## src/rtl/verinject_pkg.sv

```systemverilog
// Shared types and constants for the verinject fault-injection scheduler.
package verinject_pkg;
  localparam int CYCLE_W = 48;
  localparam logic [31:0] INJ_IDLE  = 32'hFFFF_FFFF;
  localparam logic [31:0] INJ_RESET = 32'hFFFF_FFFE;

  typedef struct packed {
    logic [47:0] cycle;
    logic [31:0] bit_idx;
  } inj_entry_t;

  typedef enum logic {
    ST_IDLE,
    ST_ARMED
  } sched_state_t;
endpackage

```

## src/rtl/verinject_sched_fifo.sv

```systemverilog
// Synchronous FIFO of schedule entries with occupancy-based full/empty flags.
module verinject_sched_fifo
  import verinject_pkg::*;
#(
  parameter int DEPTH = 8
) (
  input  logic       clock,
  input  logic       reset,
  input  logic       push,
  input  logic       pop,
  input  inj_entry_t wr_data,
  output inj_entry_t rd_data,
  output logic       full,
  output logic       empty
);
  localparam int AW = $clog2(DEPTH);

  inj_entry_t      mem [DEPTH];
  logic [AW-1:0]   wr_ptr;
  logic [AW-1:0]   rd_ptr;
  logic [AW:0]     count;
  logic            do_push;
  logic            do_pop;

  assign full    = (count == (AW+1)'(DEPTH));
  assign empty   = (count == '0);
  assign do_push = push && !full;
  assign do_pop  = pop && !empty;
  // Head of queue is presented combinationally so the scheduler can load it on the pop edge.
  assign rd_data = mem[rd_ptr];

  always_ff @(posedge clock or posedge reset) begin
    if (reset) begin
      wr_ptr <= '0;
      rd_ptr <= '0;
      count  <= '0;
    end else begin
      if (do_push) wr_ptr <= wr_ptr + 1'b1;
      if (do_pop)  rd_ptr <= rd_ptr + 1'b1;
      case ({do_push, do_pop})
        2'b10:   count <= count + 1'b1;
        2'b01:   count <= count - 1'b1;
        default: count <= count;
      endcase
    end
  end

  always_ff @(posedge clock) begin
    if (do_push) mem[wr_ptr] <= wr_data;
  end
endmodule

```

## src/rtl/verinject_injection_scheduler.sv

```systemverilog
// Time-ordered fault-injection sequencer: fires queued (cycle, bit) entries as
// one-cycle values on the injector state bus, alongside a free-running cycle counter.
module verinject_injection_scheduler
  import verinject_pkg::*;
#(
  parameter int DEPTH = 8,
  parameter int CNT_W = 16
) (
  input  logic               clock,
  input  logic               reset,
  input  logic               enable,
  input  logic               sched_valid,
  output logic               sched_ready,
  input  logic [47:0]        sched_cycle,
  input  logic [31:0]        sched_bit,
  output logic [47:0]        cycle_number,
  output logic [31:0]        verinject__injector_state,
  output logic [CNT_W-1:0]   inject_count,
  output logic               late_pulse,
  output logic               order_err,
  output logic               busy
);
  sched_state_t state;
  sched_state_t state_next;
  inj_entry_t   head;
  inj_entry_t   fifo_rd;
  inj_entry_t   fifo_wr;
  logic [47:0]  last_cycle;
  logic         fifo_full;
  logic         fifo_empty;
  logic         accept;
  logic         bad_entry;
  logic         push;
  logic         pop;
  logic         fire;

  assign sched_ready = !fifo_full;
  assign accept      = sched_valid && sched_ready;
  // Out-of-order targets and the idle code are consumed but never queued.
  assign bad_entry   = (sched_cycle < last_cycle) || (sched_bit == INJ_IDLE);
  assign push        = accept && !bad_entry;
  assign fifo_wr     = '{cycle: sched_cycle, bit_idx: sched_bit};

  assign fire = (state == ST_ARMED) && enable && (head.cycle <= cycle_number);
  assign pop  = !fifo_empty && ((state == ST_IDLE) || fire);
  assign busy = (state == ST_ARMED) || !fifo_empty;

  verinject_sched_fifo #(.DEPTH(DEPTH)) u_fifo (
    .clock   (clock),
    .reset   (reset),
    .push    (push),
    .pop     (pop),
    .wr_data (fifo_wr),
    .rd_data (fifo_rd),
    .full    (fifo_full),
    .empty   (fifo_empty)
  );

  always_comb begin
    state_next                = state;
    verinject__injector_state = INJ_IDLE;
    late_pulse                = 1'b0;
    case (state)
      ST_IDLE: begin
        if (!fifo_empty) state_next = ST_ARMED;
      end
      ST_ARMED: begin
        if (fire) begin
          verinject__injector_state = head.bit_idx;
          late_pulse                = (head.cycle < cycle_number);
          if (fifo_empty) state_next = ST_IDLE;
        end
      end
      default: state_next = ST_IDLE;
    endcase
  end

  always_ff @(posedge clock or posedge reset) begin
    if (reset) begin
      state        <= ST_IDLE;
      head         <= '0;
      cycle_number <= '0;
      last_cycle   <= '0;
      inject_count <= '0;
      order_err    <= 1'b0;
    end else begin
      state <= state_next;
      if (pop) head <= fifo_rd;
      if (enable) cycle_number <= cycle_number + 48'd1;
      if (push) last_cycle <= sched_cycle;
      if (accept && bad_entry) order_err <= 1'b1;
      if (fire && (inject_count != '1)) inject_count <= inject_count + 1'b1;
    end
  end
endmodule

```

## config.mk

```make
export PLATFORM = sky130hd
export DESIGN_NAME = verinject_injection_scheduler
export DESIGN_NICKNAME = d
export VERILOG_FILES = /design/src/rtl/verinject_pkg.sv /design/src/rtl/verinject_sched_fifo.sv /design/src/rtl/verinject_injection_scheduler.sv
export SDC_FILE = /design/constraint.sdc
export NUM_CORES = 1
export LEC_CHECK = 0
export ABC_AREA = 1
export CELL_PAD_IN_SITES_DETAIL_PLACEMENT = 0
export CELL_PAD_IN_SITES_GLOBAL_PLACEMENT = 1
export CORE_UTILIZATION = 47
export DETAILED_ROUTE_END_ITERATION = 12
export GPL_ROUTABILITY_DRIVEN = 0
export PLACE_DENSITY = 0.78
export SYNTH_ARGS = -nofsm -noshare
export SYNTH_HDL_FRONTEND = slang
export SYNTH_HIERARCHICAL = 1
export SYNTH_SLANG_ARGS = --single-unit
```

## constraint.sdc

```tcl
create_clock -name clock -period 11.7 [get_ports clock]
set_input_delay 1.17 -clock clock [delete_from_list [all_inputs] [get_ports clock]]
set_output_delay 1.17 -clock clock [all_outputs]
set_load 0.02 [all_outputs]
```

==> results of run 1 <==
## worst paths after layout
| kind | endpoint | cells past startpoint | startpoint | slack [ns] |
|---|---|---|---|---|
| min in group asynchronous | last_cycle[14] | 2 | reset | 1.02 |
| worst min register to register | head[13] | 2 | head[13] | 0.47 |
| worst max-delay path | verinject__injector_state[31] | 12 | enable | 5.99 |
| max in group asynchronous | head[16] | 3 | reset | 9.11 |
| worst max register to register | u_fifo/mem[4][62] | 16 | last_cycle[39] | 7.02 |
| worst min-delay path | head[13] | 2 | head[13] | 0.47 |
## routing by layer
| layer | up-vias | part of all wire (%) | track usage (%) |
|---|---|---|---|
| met4 | 0 | 1.6 | 5.67 |
| met2 | 643 | 45 | 36.4 |
| met1 | 12633 | 47 | 34.2 |
| met5 | - | 0 | 0 |
| li1 | 13788 | - | - |
| met3 | 112 | 6.4 | 4.06 |
## synthesized netlist by cell type (all sizes together)
library cell,n,share of area (%)
nand3,127,1.7
nor2,705,6.7
or2,2,0.032
nor3b,1,0.019
a21oi,41,0.52
clkbuf,51,0.49
xnor2,10,0.22
dfrtp,204,13
ha,102,3.2
nor3,42,0.57
o21a,4,0.076
o21bai,2,0.038
nor4,10,0.20
and3b,1,0.022
nand3b,2,0.038
buf,124,1.9
edfxtp,640,49
nand2,1543,15
nand4,82,1.3
and2b,1,0.019
nor2b,1,0.016
inv,521,5.0
fa,1,0.051
o21ai,18,0.23
a21o,3,0.057
xor2,56,1.2
## critical path, cell delays in order
cell and delay [ns]:
clkdlybuf4s50_1 0.85, nand2_1 0.10, inv_1 0.16, nand2_1 0.08
nor2_1 0.12, nand3_1 0.09, nor2_1 0.23, nand3_2 0.18
nand2_2 0.38, buf_4 0.46, nand2_1 0.12, clkdlybuf4s50_1 0.56
## per-stage QoR
stage | setup slack, ns | power (mW) | area, um^2 | hold slack (ns)
2_1_floorplan | 2.77 | 6.86 | 39400 | 0.442
3_3_place_gp | 5.59 | 7.92 | 42100 | 0.454
3_5_place_dp | 5.50 | 7.97 | 42100 | 0.458
4_1_cts | 6.01 | 10.9 | 45100 | 0.473
5_1_grt | 5.78 | 11.6 | 45100 | 0.484
6_report | 5.99 | 10.8 | 45100 | 0.468
## state kept, by name, indices dropped and copies added (netlist names)
signal and flops:
inject_count 16, order_err 1, u_fifo/mem 640, cycle_number 48, u_fifo/wr_ptr 3, head 80
u_fifo/rd_ptr 3, state 1, u_fifo/count 4, last_cycle 48
## power breakdown
part           internal [mW]  leakage [nW]  switching (mW)  total [mW]
Sequential              3.74          8.24           0.349        4.09
Clock                   1.69          1.47            1.18        2.87
Combinational           1.21          10.7            2.59        3.81
## cell families (layout without fill, tap and decap cells)
logic type | Yosys count | count (layout) | synth area share (%)
buffers and inverters | 696 | 911 | 7.31
and+or+nand+nor | 2517 | 2517 | 25.4
DFF | 844 | 844 | 61.7
AOI/OAI and AO/OA | 68 | 68 | 0.920
xor gates and xnor gates | 66 | 66 | 1.47
adders and majority gates | 103 | 103 | 3.29
## layout make-up
class                           count  area [um^2]  share of cell area [%]
Clock buffer                      121         2540                    5.64
Inverter                          521         1970                    4.38
Multi-Input combinational cell   2754        12300                    27.3
Sequential cell                   844        24300                    54.0
Clock inverter                     50          465                    1.03
Tap cell                         1070         1340                    2.97
Timing Repair Buffer              219         2110                    4.69
==> flow_summary.json, run 1 <==
{
  "routed_wl_um": 98500,
  "drv_cap": 0,
  "grt_usage_pct": 23.4,
  "post-route-util_pct": 54.6,
  "p_leak_nw": 20.4,
  "fp.dieArea_um2": 85100,
  "drive_above_1_share_pct": 4.72,
  "cts_hold_buf": 0,
  "tns_ns": 0,
  "slew_headroom_pct": 21.0,
  "p_per_area_nw_per_um2": 239,
  "hold_viol": 0,
  "worstPathRequired_ns": 10.53,
  "fill_cells": 7448,
  "fmax_mhz": 175,
  "dp_hpwl_um": 58100,
  "firstDrtPassIters": 5,
  "insertion_delay_ns": 0.64,
  "arrival_ns": 4.54,
  "wl_per_cell_um": 17.7,
  "netlist_area_um2": 39400,
  "yosysSeqAreaShare_pct": 61.7,
  "core-area_um2": 82500,
  "rsz0062_at_grt": "no",
  "synth_cell_type_count": 38,
  "final.period_utilization_pct": 48.8,
  "clockBufferDepth": 3,
  "grt_pass1_wl_um": 152000,
  "n_antenna_cell": 0,
  "clkTransAtPathRegs_ns": 0.06,
  "syn2layout_area_growth_pct": 14.3,
  "viasPerCell": 4.87,
  "final_common_cell": "nand2_1",
  "setup.worst_path.class": "input pin to output pin",
  "first_global_vias": 25550,
  "finalNonFillerCells": 5579,
  "route.detailed.drc": 0,
  "cts_tree": "built",
  "tightest_slew_ns": 1.19,
  "start_kind": "input pin",
  "clkSinkCount": 844,
  "fp-row-count": 105,
  "crit_path_max_fanout": 34,
  "cts_setup_buffers": 0,
  "end_kind": "output pin",
  "antenna_found_initial": 0,
  "grt_max_degree": 219,
  "io_buffers": 183,
  "cts_buffers": 91,
  "ant_nets": 0,
  "ctsResizeCount": 0,
  "hp-class": "register to register",
  "final_cell_mix": "nand2_1 (1539), nor2_1 (703), edfxtp_1 (640), inv_1 (517), dfrtp_1 (201)",
  "start_util_pct": 47.8,
  "ir_drop_mv": 0.211,
  "die_x_um": 292,
  "drt_iter0_drc": 1995,
  "yosysWarnings": 6,
  "cts_root_buf": "clkbuf_16",
  "skew_ns": 0.0266,
  "grt_overflow_total": 0,
  "dpl.cell_count": 5408,
  "io_pins": 184,
  "netlist_instances": 4294,
  "drv_slew": 0,
  "h-tree-depth": 3,
  "fin_crit_ns": 5.71,
  "syn-mean-instance-area_um2": 9.18,
  "vias": 27176,
  "ys_ff_latch": 844,
  "die_y_um": 292,
  "syn_nets": 4481,
  "outcome": "complete, no violations",
  "setup_viol": 0,
  "num-nets-final": 4618
}
(Power assumes the default switching activity.)
==> inputs of run 2 (changes only) <==
CORE_UTILIZATION = 43   (was 47)
PLACE_DENSITY = 0.75   (was 0.78)
clock period = 5.09 ns   (was 11.7 ns; I/O delays follow)
==> flow_summary.json, run 2 (synthesis results as in run 1) <==
{
  "skew_ns": 0.0331,
  "drv_slew": 0,
  "die_x_um": 305,
  "syn2layout_area_growth_pct": 15.6,
  "p_int_mw": 15.2,
  "top_regs": "u_fifo/mem: 640 flops, head: 80 flops",
  "hold_viol": 0,
  "vias": 27881,
  "io_pins": 184,
  "ctsResizeCount": 0,
  "hold_ws_ns": 0.356,
  "rsz0062_at_grt": "no",
  "final.period_utilization_pct": 84.9,
  "cts_setup_buffers": 0,
  "dp_hpwl_um": 65300,
  "grt_usage_pct": 22.4,
  "final_common_cell": "nand2_1",
  "critPathSlowestCell": "clkdlybuf4s50_1",
  "ant_nets": 0,
  "cts_tree": "built",
  "cp_num_buf_inv": 2,
  "grt_pass1_wl_um": 160000,
  "grt_max_degree": 118,
  "register_area_um2": 24300,
  "combPwrFrac_pct": 36.7,
  "first_global_vias": 26386,
  "post-route-util_pct": 50.4,
  "power_mw": 24.9,
  "outcome": "complete, no violations",
  "clockBufferDepth": 3,
  "grt_overflow_total": 0,
  "final_cell_mix": "nand2_1 (1539), nor2_1 (703), edfxtp_1 (640), inv_1 (517), dfrtp_1 (201)",
  "viasPerCell": 4.88,
  "largest_register_ffs": 640,
  "clkTransAtPathRegs_ns": 0.06,
  "max_stage_delay_ns": 0.64,
  "arrival_ns": 3.81,
  "drv_cap": 0,
  "clkSinkCount": 844,
  "pre_cts_slack_ns": 0.842,
  "setup_viol": 0,
  "fp.dieArea_um2": 92900,
  "hp-class": "input pin to async pin",
  "p_per_area_nw_per_um2": 546,
  "core-area_um2": 90400,
  "largest_register": "u_fifo/mem",
  "end_kind": "output pin",
  "drive_above_1_share_pct": 5.18,
  "start_kind": "register",
  "crit_top_cell": "nand2_1",
  "worstPathRequired_ns": 4.58,
  "routed_wl_um": 104000,
  "path_cells": "inv_1 -> ha_1 -> nand2_1 -> nor2_1 -> nor2b_1 -> nand3_1 -> nor2_2 -> nand2_1 -> nand3_2 -> nand2_2 -> nand2_1 -> clkdlybuf4s50_1",
  "cts_hold_buf": 0,
  "finalNonFillerCells": 5715,
  "fin_crit_ns": 4.32,
  "crit_path_max_fanout": 33,
  "antenna_found_initial": 1,
  "drt_iter0_drc": 2066,
  "io_buffers": 183,
  "stdcell_area_um2": 45600,
  "setup.worst_path.class": "register to output pin",
  "die_y_um": 305,
  "multi_input_area_um2": 12300,
  "tns_ns": 0,
  "slew_headroom_pct": 24.2,
  "crit_family": "simple AND/OR/NAND/NOR gates",
  "clkPwrFrac_pct": 25.7,
  "h-tree-depth": 3,
  "fill_cells": 8389,
  "tightest_slew_ns": 1.14,
  "start_util_pct": 43.6,
  "firstDrtPassIters": 6,
  "route.detailed.drc": 0,
  "cts_root_buf": "clkbuf_16",
  "fin_ws_ns": 0.766,
  "dpl_cell_area_um2": 42700,
  "fp-row-count": 110,
  "ir_drop_mv": 0.385,
  "wl_per_cell_um": 18.1,
  "dpl.cell_count": 5550,
  "seqPwrFrac_pct": 37.6,
  "num-nets-final": 4654,
  "p_sw_mw": 9.70,
  "p_sw_share_pct": 38.9,
  "insertion_delay_ns": 0.65,
  "cts_buffers": 91,
  "fmax_mhz": 231,
  "p_leak_nw": 20.6
}
[run 2: layout make-up]
| type | count | area share (%) |
|---|---|---|
| Clock inverter | 55 | 1.00 |
| Clock buffer | 109 | 5.28 |
| Inverter | 521 | 4.32 |
| Sequential cell | 844 | 53.4 |
| Multi-Input combinational cell | 2754 | 27.1 |
| Timing Repair Buffer | 255 | 5.72 |
| Antenna cell | 1 | 0.00549 |
| Tap cell | 1176 | 3.23 |
[run 2: worst paths after layout]
check	startpoint	to	slack, ns	cells past startpoint
worst max-delay path	cycle_number[31]	verinject__injector_state[24]	0.77	12
worst min-delay path	reset	last_cycle[15]	0.36	2
worst max register to register	cycle_number[31]	u_fifo/count[3]	1.47	21
worst min register to register	last_cycle[4]	last_cycle[4]	0.47	2
max in group asynchronous	reset	head[10]	3.62	3
min in group clock	last_cycle[4]	last_cycle[4]	0.47	2
[run 2: routing by layer]
metal | vias up | global-route usage, % | routed length (um)
li1 | 13867 | - | -
met1 | 13177 | 33.1 | 49800
met2 | 708 | 34.8 | 46500
met3 | 129 | 2.85 | 5390
met4 | 0 | 5.98 | 2050
met5 | - | 0 | 0
[run 2: power by group through the flow]
stage	clock (mW)	sequential, mW	combinational, mW
finish	6.40	9.36	9.14
global route	6.81	9.48	10.4
CTS	6.55	9.36	9.22
detailed placement	0	9.50	9.18
global placement	0	9.48	9.13
floorplan	0	9.21	6.51
==> inputs of run 3 (changes only) <==
CORE_UTILIZATION = 47   (was 43)
PLACE_DENSITY = 0.78   (was 0.75)
clock period = 4.3 ns   (was 5.09 ns; I/O delays follow)
==> flow_summary.json, run 3 (synthesis results as in run 1) <==
{
  "r2r_end": "u_fifo/count[3]",
  "viasPerCell": 4.96,
  "drv_cap": 0,
  "n_antenna_cell": 0,
  "io_pins": 184,
  "worstPathRequired_ns": 3.87,
  "first_global_vias": 26887,
  "firstDrtPassIters": 5,
  "final.period_utilization_pct": 91.8,
  "grt_overflow_total": 0,
  "pre_cts_slack_ns": 0.480,
  "skew_ns": 0.0233,
  "grt_pass1_wl_um": 160000,
  "arrival_ns": 3.52,
  "dpl_cell_area_um2": 43100,
  "dp_hpwl_um": 65200,
  "fp-row-count": 105,
  "end_kind": "output pin",
  "setup.worst_path.class": "register to output pin",
  "num-nets-final": 4689,
  "p_leak_nw": 20.8,
  "clkTransAtPathRegs_ns": 0.06,
  "core-area_um2": 82500,
  "clkSinkCount": 844,
  "top_regs": "u_fifo/mem: 640 flops, head: 80 flops",
  "syn2layout_area_growth_pct": 16.6,
  "seqPwrFrac_pct": 37.1,
  "grt_max_degree": 163,
  "stdcell_area_um2": 46000,
  "final_common_cell": "nand2_1",
  "p_sw_share_pct": 38.7,
  "die_x_um": 292,
  "worstRegToRegCells": 21,
  "reg2reg_slack_ns": 0.86,
  "hold_viol": 0,
  "fill_cells": 7426,
  "combPwrFrac_pct": 37.0,
  "fin_crit_ns": 3.95,
  "routed_wl_um": 103000,
  "ant_nets": 0,
  "drive_above_1_share_pct": 6.16,
  "route.detailed.drc": 0,
  "grt_usage_pct": 24.5,
  "cts_setup_buffers": 0,
  "fmax_mhz": 253,
  "fp.dieArea_um2": 85100,
  "die_y_um": 292,
  "vias": 28008,
  "hp-class": "input pin to async pin",
  "start_kind": "register",
  "ir_drop_mv": 0.669,
  "crit_path_max_fanout": 46,
  "clkPwrFrac_pct": 25.8,
  "p_per_area_nw_per_um2": 642,
  "slew_headroom_pct": 29.2,
  "final_cell_mix": "nand2_1 (1538), nor2_1 (703), edfxtp_1 (640), inv_1 (516), dfrtp_1 (201)",
  "cts_root_buf": "clkbuf_16",
  "cp-startpoint": "cycle_number[31]",
  "io_buffers": 183,
  "drt_iter0_drc": 2186,
  "largest_register": "u_fifo/mem",
  "clockBufferDepth": 3,
  "cts_tree": "built",
  "tightest_slew_ns": 1.06,
  "wl_per_cell_um": 18.2,
  "p_int_mw": 18.1,
  "p_sw_mw": 11.4,
  "fin_ws_ns": 0.352,
  "start_util_pct": 47.8,
  "tns_ns": 0,
  "antenna_found_initial": 1,
  "h-tree-depth": 3,
  "r2r_start": "cycle_number[31]",
  "outcome": "complete, no violations",
  "setup_viol": 0,
  "rsz0062_at_grt": "no",
  "cts_buffers": 93,
  "drv_slew": 0,
  "insertion_delay_ns": 0.65,
  "largest_register_ffs": 640
}
-- run 3: cell type report --
type / count / area (um^2) / share of cell area, %
Clock buffer: 122 / 2530 / 5.50
Clock inverter: 48 / 383 / 0.832
Inverter: 521 / 1970 / 4.28
Multi-Input combinational cell: 2754 / 12500 / 27.2
Sequential cell: 844 / 24300 / 52.9
Tap cell: 1070 / 1340 / 2.91
Timing Repair Buffer: 288 / 2940 / 6.38
-- run 3: layer usage --
layer | global-route usage [%] | share of wire (%) | wire length (um) | up-vias
met3 | 3.23 | 5.1 | 5300 | 140
met1 | 35.9 | 48 | 49000 | 13199
met2 | 38.8 | 45 | 46700 | 716
met5 | 0 | 0 | 0 | -
li1 | - | - | - | 13953
met4 | 5.80 | 2.0 | 2050 | 0
-- run 3: how the worst max path moves through the flow --
| stage | slack [ns] | cells past startpoint | endpoint |
|---|---|---|---|
| after floorplan | -0.03 | 13 | u_fifo/mem[4][0] |
| final | 0.35 | 12 | verinject__injector_state[27] |
| after global placement | 0.49 | 14 | u_fifo/mem[2][14] |
| after CTS | 0.14 | 12 | verinject__injector_state[27] |
| after global routing | 0.07 | 12 | verinject__injector_state[17] |
| after detailed placement | 0.48 | 14 | u_fifo/mem[2][14] |
-- run 3: worst max-delay path, cell delays in order (launching register included) --
cell	delay [ns]
dfrtp_1	0.39
inv_1	0.12
ha_1	0.32
nand2_1	0.07
nor2_1	0.15
nor2b_1	0.25
nand3_1	0.12
nor2_2	0.17
nand4_2	0.15
nand2_2	0.11
buf_6	0.34
nand2_1	0.11
clkdlybuf4s50_1	0.55
-- run 3: power groups by stage --
| stage | logic, mW | clock network (mW) | registers [mW] |
|---|---|---|---|
| after floorplan | 7.83 | 0 | 10.9 |
| after global placement | 10.9 | 0 | 11.1 |
| after detailed placement | 11.0 | 0 | 11.1 |
| after CTS | 11.0 | 7.77 | 11.0 |
| after global routing | 12.5 | 8.08 | 11.1 |
| final | 10.9 | 7.64 | 11.0 |
-- run 3: per-stage QoR --
step	util, %	hold slack (ns)	power (mW)	cells
final	55.8	0.320	29.5	5647
after global placement	52.2	0.454	22.0	5477
after detailed placement	52.2	0.458	22.1	5477
after global routing	55.8	0.336	31.7	5647
after CTS	55.8	0.295	29.8	5647
after floorplan	-	0.270	18.7	4294
-- run 3: timing repair --
action / 4_1_cts / 5_1_grt
hold buffers: 0 / 0
setup endpoints to repair: 0 / 32
gates resized for setup: 0 / 1
